<file path="config.mk">
export PLATFORM = sky130hd
export DESIGN_NAME = proc_control_unit
export DESIGN_NICKNAME = d
export VERILOG_FILES = /design/src/rtl/proc_control_unit.sv
export SDC_FILE = /design/constraint.sdc
export NUM_CORES = 1
export LEC_CHECK = 0
export CAP_MARGIN = 15
export CORE_MARGIN = 8
export CORE_UTILIZATION = 30
export DETAILED_ROUTE_END_ITERATION = 7
export PLACE_DENSITY = 0.66
export SYNTH_ARGS = -nofsm -noshare
export SYNTH_HDL_FRONTEND = slang
export SYNTH_SLANG_ARGS = --single-unit
export TNS_END_PERCENT = 50
</file>
<file path="constraint.sdc">
create_clock -name clock -period 3.15 [get_ports clock]
set_clock_uncertainty 0.1 [all_clocks]
set_input_delay 0.4725 -clock clock [delete_from_list [all_inputs] [get_ports clock]]
set_output_delay 0.4725 -clock clock [all_outputs]
set_load 0.03 [all_outputs]
</file>
<file path="src/rtl/proc_control_unit.sv">
// Instruction sequencer for the LAOC II register-transfer datapath.
// Optional feature: define CU_MVNZ_EN to turn opcode 111 into mvnz.
module proc_control_unit (
    input  logic        clock,
    input  logic        reset,
    input  logic        run,
    input  logic [15:0] din,
    input  logic        g_nz,
    output logic [3:0]  sel,
    output logic [7:0]  r_in,
    output logic        a_in,
    output logic        g_in,
    output logic [1:0]  alu_op,
    output logic        ir_load,
    output logic        done
);

    typedef enum logic [1:0] {T0, T1, T2, T3} step_t;

    localparam logic [3:0] SelG   = 4'd8;
    localparam logic [3:0] SelDin = 4'd9;

    step_t      step_q, step_d;
    logic [8:0] ir_q, ir_d;

    logic [2:0] opcode, x, y;
    logic [2:0] alu_sel;

    assign opcode  = ir_q[8:6];
    assign x       = ir_q[5:3];
    assign y       = ir_q[2:0];
    assign alu_sel = opcode - 3'd2;

`ifdef CU_MVNZ_EN
    logic unused_bits;
    assign unused_bits = ^din[15:9];
`else
    logic unused_bits;
    assign unused_bits = ^{din[15:9], g_nz};
`endif

    always_ff @(posedge clock or posedge reset) begin
        if (reset) begin
            step_q <= T0;
            ir_q   <= 9'd0;
        end else begin
            step_q <= step_d;
            ir_q   <= ir_d;
        end
    end

    always_comb begin
        step_d  = step_q;
        ir_d    = ir_q;
        sel     = 4'd0;
        r_in    = 8'd0;
        a_in    = 1'b0;
        g_in    = 1'b0;
        alu_op  = 2'b00;
        ir_load = 1'b0;
        done    = 1'b0;

        unique case (step_q)
            T0: begin
                if (run) begin
                    ir_load = 1'b1;
                    ir_d    = din[8:0];
                    step_d  = T1;
                end
            end
            T1: begin
                case (opcode)
                    3'b000: begin
                        sel    = {1'b0, y};
                        r_in   = 8'd1 << x;
                        done   = 1'b1;
                        step_d = T0;
                    end
                    3'b001: begin
                        sel    = SelDin;
                        r_in   = 8'd1 << x;
                        done   = 1'b1;
                        step_d = T0;
                    end
                    3'b010, 3'b011, 3'b100, 3'b101: begin
                        sel    = {1'b0, x};
                        a_in   = 1'b1;
                        step_d = T2;
                    end
`ifdef CU_MVNZ_EN
                    3'b111: begin
                        if (g_nz) begin
                            sel  = {1'b0, y};
                            r_in = 8'd1 << x;
                        end
                        done   = 1'b1;
                        step_d = T0;
                    end
`endif
                    default: begin
                        done   = 1'b1;
                        step_d = T0;
                    end
                endcase
            end
            T2: begin
                sel    = {1'b0, y};
                g_in   = 1'b1;
                alu_op = alu_sel[1:0];
                step_d = T3;
            end
            T3: begin
                sel    = SelG;
                r_in   = 8'd1 << x;
                done   = 1'b1;
                step_d = T0;
            end
            default: step_d = T0;
        endcase

        // Outputs are forced quiet while reset is held so nothing leaks from an aborted step.
        if (reset) begin
            sel     = 4'd0;
            r_in    = 8'd0;
            a_in    = 1'b0;
            g_in    = 1'b0;
            alu_op  = 2'b00;
            ir_load = 1'b0;
            done    = 1'b0;
        end
    end

endmodule

</file>
==> results.tsv <==
metric	value	unit
status	finished, final reports clean	
maxSlewHeadroom	76.2	%
layout.cells.most_common	sky130_fd_sc_hd__clkdlybuf4s50_1	
path_class	primary input to output port	
effective_utilization_at_floorplan	30.7	%
hpwlAfterDp	1.45	mm
die_height	62.9	µm
fp-row-count	17	
finish.net_count	122	
syn2layout_area_growth	53.9	%
worst_setup_path_start_kind	primary input	
grt_usage	8.92	%
grt_pass1_wl	2.85	mm
fp.dieW	62.9	µm
totalPowerFinal	0.831	mW
cp_common_cell	sky130_fd_sc_hd__clkdlybuf4s50_1	
setup_viol	0	
min-delay-path-class	flip-flop to flip-flop	
io_pins	38	
drt_pre_antenna_iters	4	
cts_root_buffer	sky130_fd_sc_hd__clkbuf_4	
critPathMaxFanout	5	
synth.cell_area	659	µm²
cts_post_setup_buffers_inserted	0	
crit_buf_inv	3	
antenna_found_initial	0	
timing.critical_path.slowest_cell_delay	0.68	ns
final_area	0.00101	mm²
detail_route.vias_per_cell	4.65	
rsz_0062_raised_after_global_routing	false	
post_synth_num_cell_types	25	
slew_violations	0	
post_dp_cell_area	988	µm²
power_switching_share	44.1	%
layout_common_cells	29 x sky130_fd_sc_hd__clkdlybuf4s50_1, 13 x sky130_fd_sc_hd__nor2_1, 11 x sky130_fd_sc_hd__dfrtp_1, 5 x sky130_fd_sc_hd__mux2_2, 5 x sky130_fd_sc_hd__nand2_1	
stdcell_count	129	
cellLeakagePower	0.410	nW
timing_worst_slew_pin_value	0.355	ns
gr-total-overflow	0	
critical_path_arrival	2.36	ns
yosysSeqAreaShare	41.7	%
die_area	0.00395	mm²
synthesis.area_per_instance	9.84	µm²
via_count	600	
maximum_root_to_sink_buffer_count	2	
drive_above_1_share	16.8	%
drcViolationCount	0	
final.period_utilization	93.1	%
postCtsResizedCells	0	
port_buffers	29	
int_pwr	0.465	mW
worst_slack	0.218	ns
power_density	819	mW/mm²
cts_htree_levels	1	
grt_max_degree	12	
clkLatencyLatePin	0.26	ns
worst_setup_end_kind	output port	
cts_bufs_inserted	3	
warnings_from_yosys	0	
gp_routability_congestion	0.794	
post_synth_inst_count	67	
drt_iter0_markers	13	
avgRoutedWirePerCell	13.6	µm
seq_power_share	36.4	%
cts_tree	built	
cts.sink_count	11	
crit_required	2.58	ns
n_antenna_cell	0	
placed_cells	125	
antenna_left	0	
final_wirelength	1.75	mm
crit_chain	clkdlybuf4s50_1 > buf_4 > o41ai_4 > a22o_1 > clkdlybuf4s50_1	
critical_path.slowest_cell	sky130_fd_sc_hd__clkdlybuf4s50_1	
postCtsHoldBufs	0	
number_of_flip_flops_and_latches_in_the_synthesized_netlist	11	
ir_worst_vdd	0.386	mV
pre_cts_ws	0.266	ns
final-hold-violation-count	0	
fmaxAchievable	341	MHz
power.combinational.fraction	52.1	%
core_area	0.00215	mm²
synthesis.nets	87	
cap_viol_max_count	0	
power.switching	0.367	mW
clock_slew_seen_by_the_registers_of_the_worst_setup_and_hold_paths	0.07	ns
number_of_global_route_vias_before_repair	635	
setup_total_negative_slack	0	ns
clock_power_share	11.5	%
timing.final.crit_period	2.93	ns
worst_path_dominant_cell_family	buffers and inverters	
[power by group through the flow]
| stage | Sequential, mW | Clock [mW] | Combinational (mW) |
|---|---|---|---|
| 4_1_cts | 0.302 | 0.101 | 0.437 |
| 5_1_grt | 0.315 | 0.109 | 0.471 |
| 3_3_place_gp | 0.300 | 0 | 0.430 |
| 6_report | 0.302 | 0.0960 | 0.433 |
| 2_1_floorplan | 0.272 | 0 | 0.327 |
| 3_5_place_dp | 0.305 | 0 | 0.435 |
[layout make-up]
type	instances	area (µm²)
clock buffers	4	26.3
fillers	215	1130
inverters	4	15.0
multi-input cells	50	350
flip-flops and latches	11	275
well taps	28	35.0
repair buffers	32	313
[state kept, by name, summed over array words and instances, names as in the netlist, named ones only]
| name | count |
|---|---|
| step_q | 1 |
| ir_q | 9 |
[per-layer routing]
metal	wire [µm]	track usage (%)
met1	817	10.2
met2	816	14.2
met3	91	1.79
met4	26	6.84
met5	0	0
[kinds of logic (layout without fill, tap and decap cells)]
kind of cell           Yosys count  after routing  share of synthesized area [%]
XOR/XNOR                         1              1                           1.33
AND/OR/NAND/NOR                 30             30                           23.9
AO/OA/AOI/OAI                   12             12                           15.9
buffers and inverters            6             40                           5.12
multiplexers                     7              7                           12.0
flip-flops                      11             11                           41.7
[metrics by stage]
stage | utilization, % | hold WS [ns]
final | 47.2 | 0.434
after global routing | 47.2 | 0.454
after CTS | 47.2 | 0.434
after detailed placement | 46.0 | 0.417
after global placement | 46.0 | 0.395
after floorplan | - | 0.238
[path summary, 6_finish.rpt]
kind                            from       to  slack (ns)  cells after the start
min reg2reg                  ir_q[1]  ir_q[1]        0.43                      1
max                            reset   sel[2]        0.22                      5
max in group asynchronous      reset  ir_q[2]        2.08                      4
min                          ir_q[1]  ir_q[1]        0.43                      1
min in group asynchronous      reset  ir_q[5]        0.50                      3
max reg2reg                flip-flop  ir_q[7]        1.61                      3
[worst register-to-register path, cell delays in order (launching register included)]
cell,delay (ns)
sky130_fd_sc_hd__dfrtp_1,0.47
sky130_fd_sc_hd__nor3b_2,0.27
sky130_fd_sc_hd__buf_4,0.23
sky130_fd_sc_hd__mux2_2,0.35
[Yosys cell counts]
master	number	area [µm²]
sky130_fd_sc_hd__nor3_2	1	10.0
sky130_fd_sc_hd__nand2_1	5	18.8
sky130_fd_sc_hd__a22o_1	3	26.3
sky130_fd_sc_hd__buf_4	1	7.51
sky130_fd_sc_hd__o21ai_0	3	15.0
sky130_fd_sc_hd__and2_1	2	12.5
sky130_fd_sc_hd__nor3b_2	1	12.5
sky130_fd_sc_hd__or2_4	1	8.76
sky130_fd_sc_hd__inv_1	3	11.3
sky130_fd_sc_hd__nand2b_1	3	18.8
sky130_fd_sc_hd__mux2_1	2	22.5
sky130_fd_sc_hd__or3b_4	1	11.3
sky130_fd_sc_hd__mux2_2	5	56.3
sky130_fd_sc_hd__a21oi_1	1	5.00
sky130_fd_sc_hd__o41ai_4	1	27.5
sky130_fd_sc_hd__xnor2_1	1	8.76
sky130_fd_sc_hd__nor3_1	2	10.0
sky130_fd_sc_hd__nor2_1	13	48.8
sky130_fd_sc_hd__dfrtp_1	11	275
sky130_fd_sc_hd__a211oi_1	1	7.51
sky130_fd_sc_hd__buf_6	1	11.3
sky130_fd_sc_hd__o2bb2ai_1	1	8.76
sky130_fd_sc_hd__o211ai_1	2	15.0
sky130_fd_sc_hd__nor2b_1	1	6.26
sky130_fd_sc_hd__inv_2	1	3.75
(Power assumes the default switching activity.)
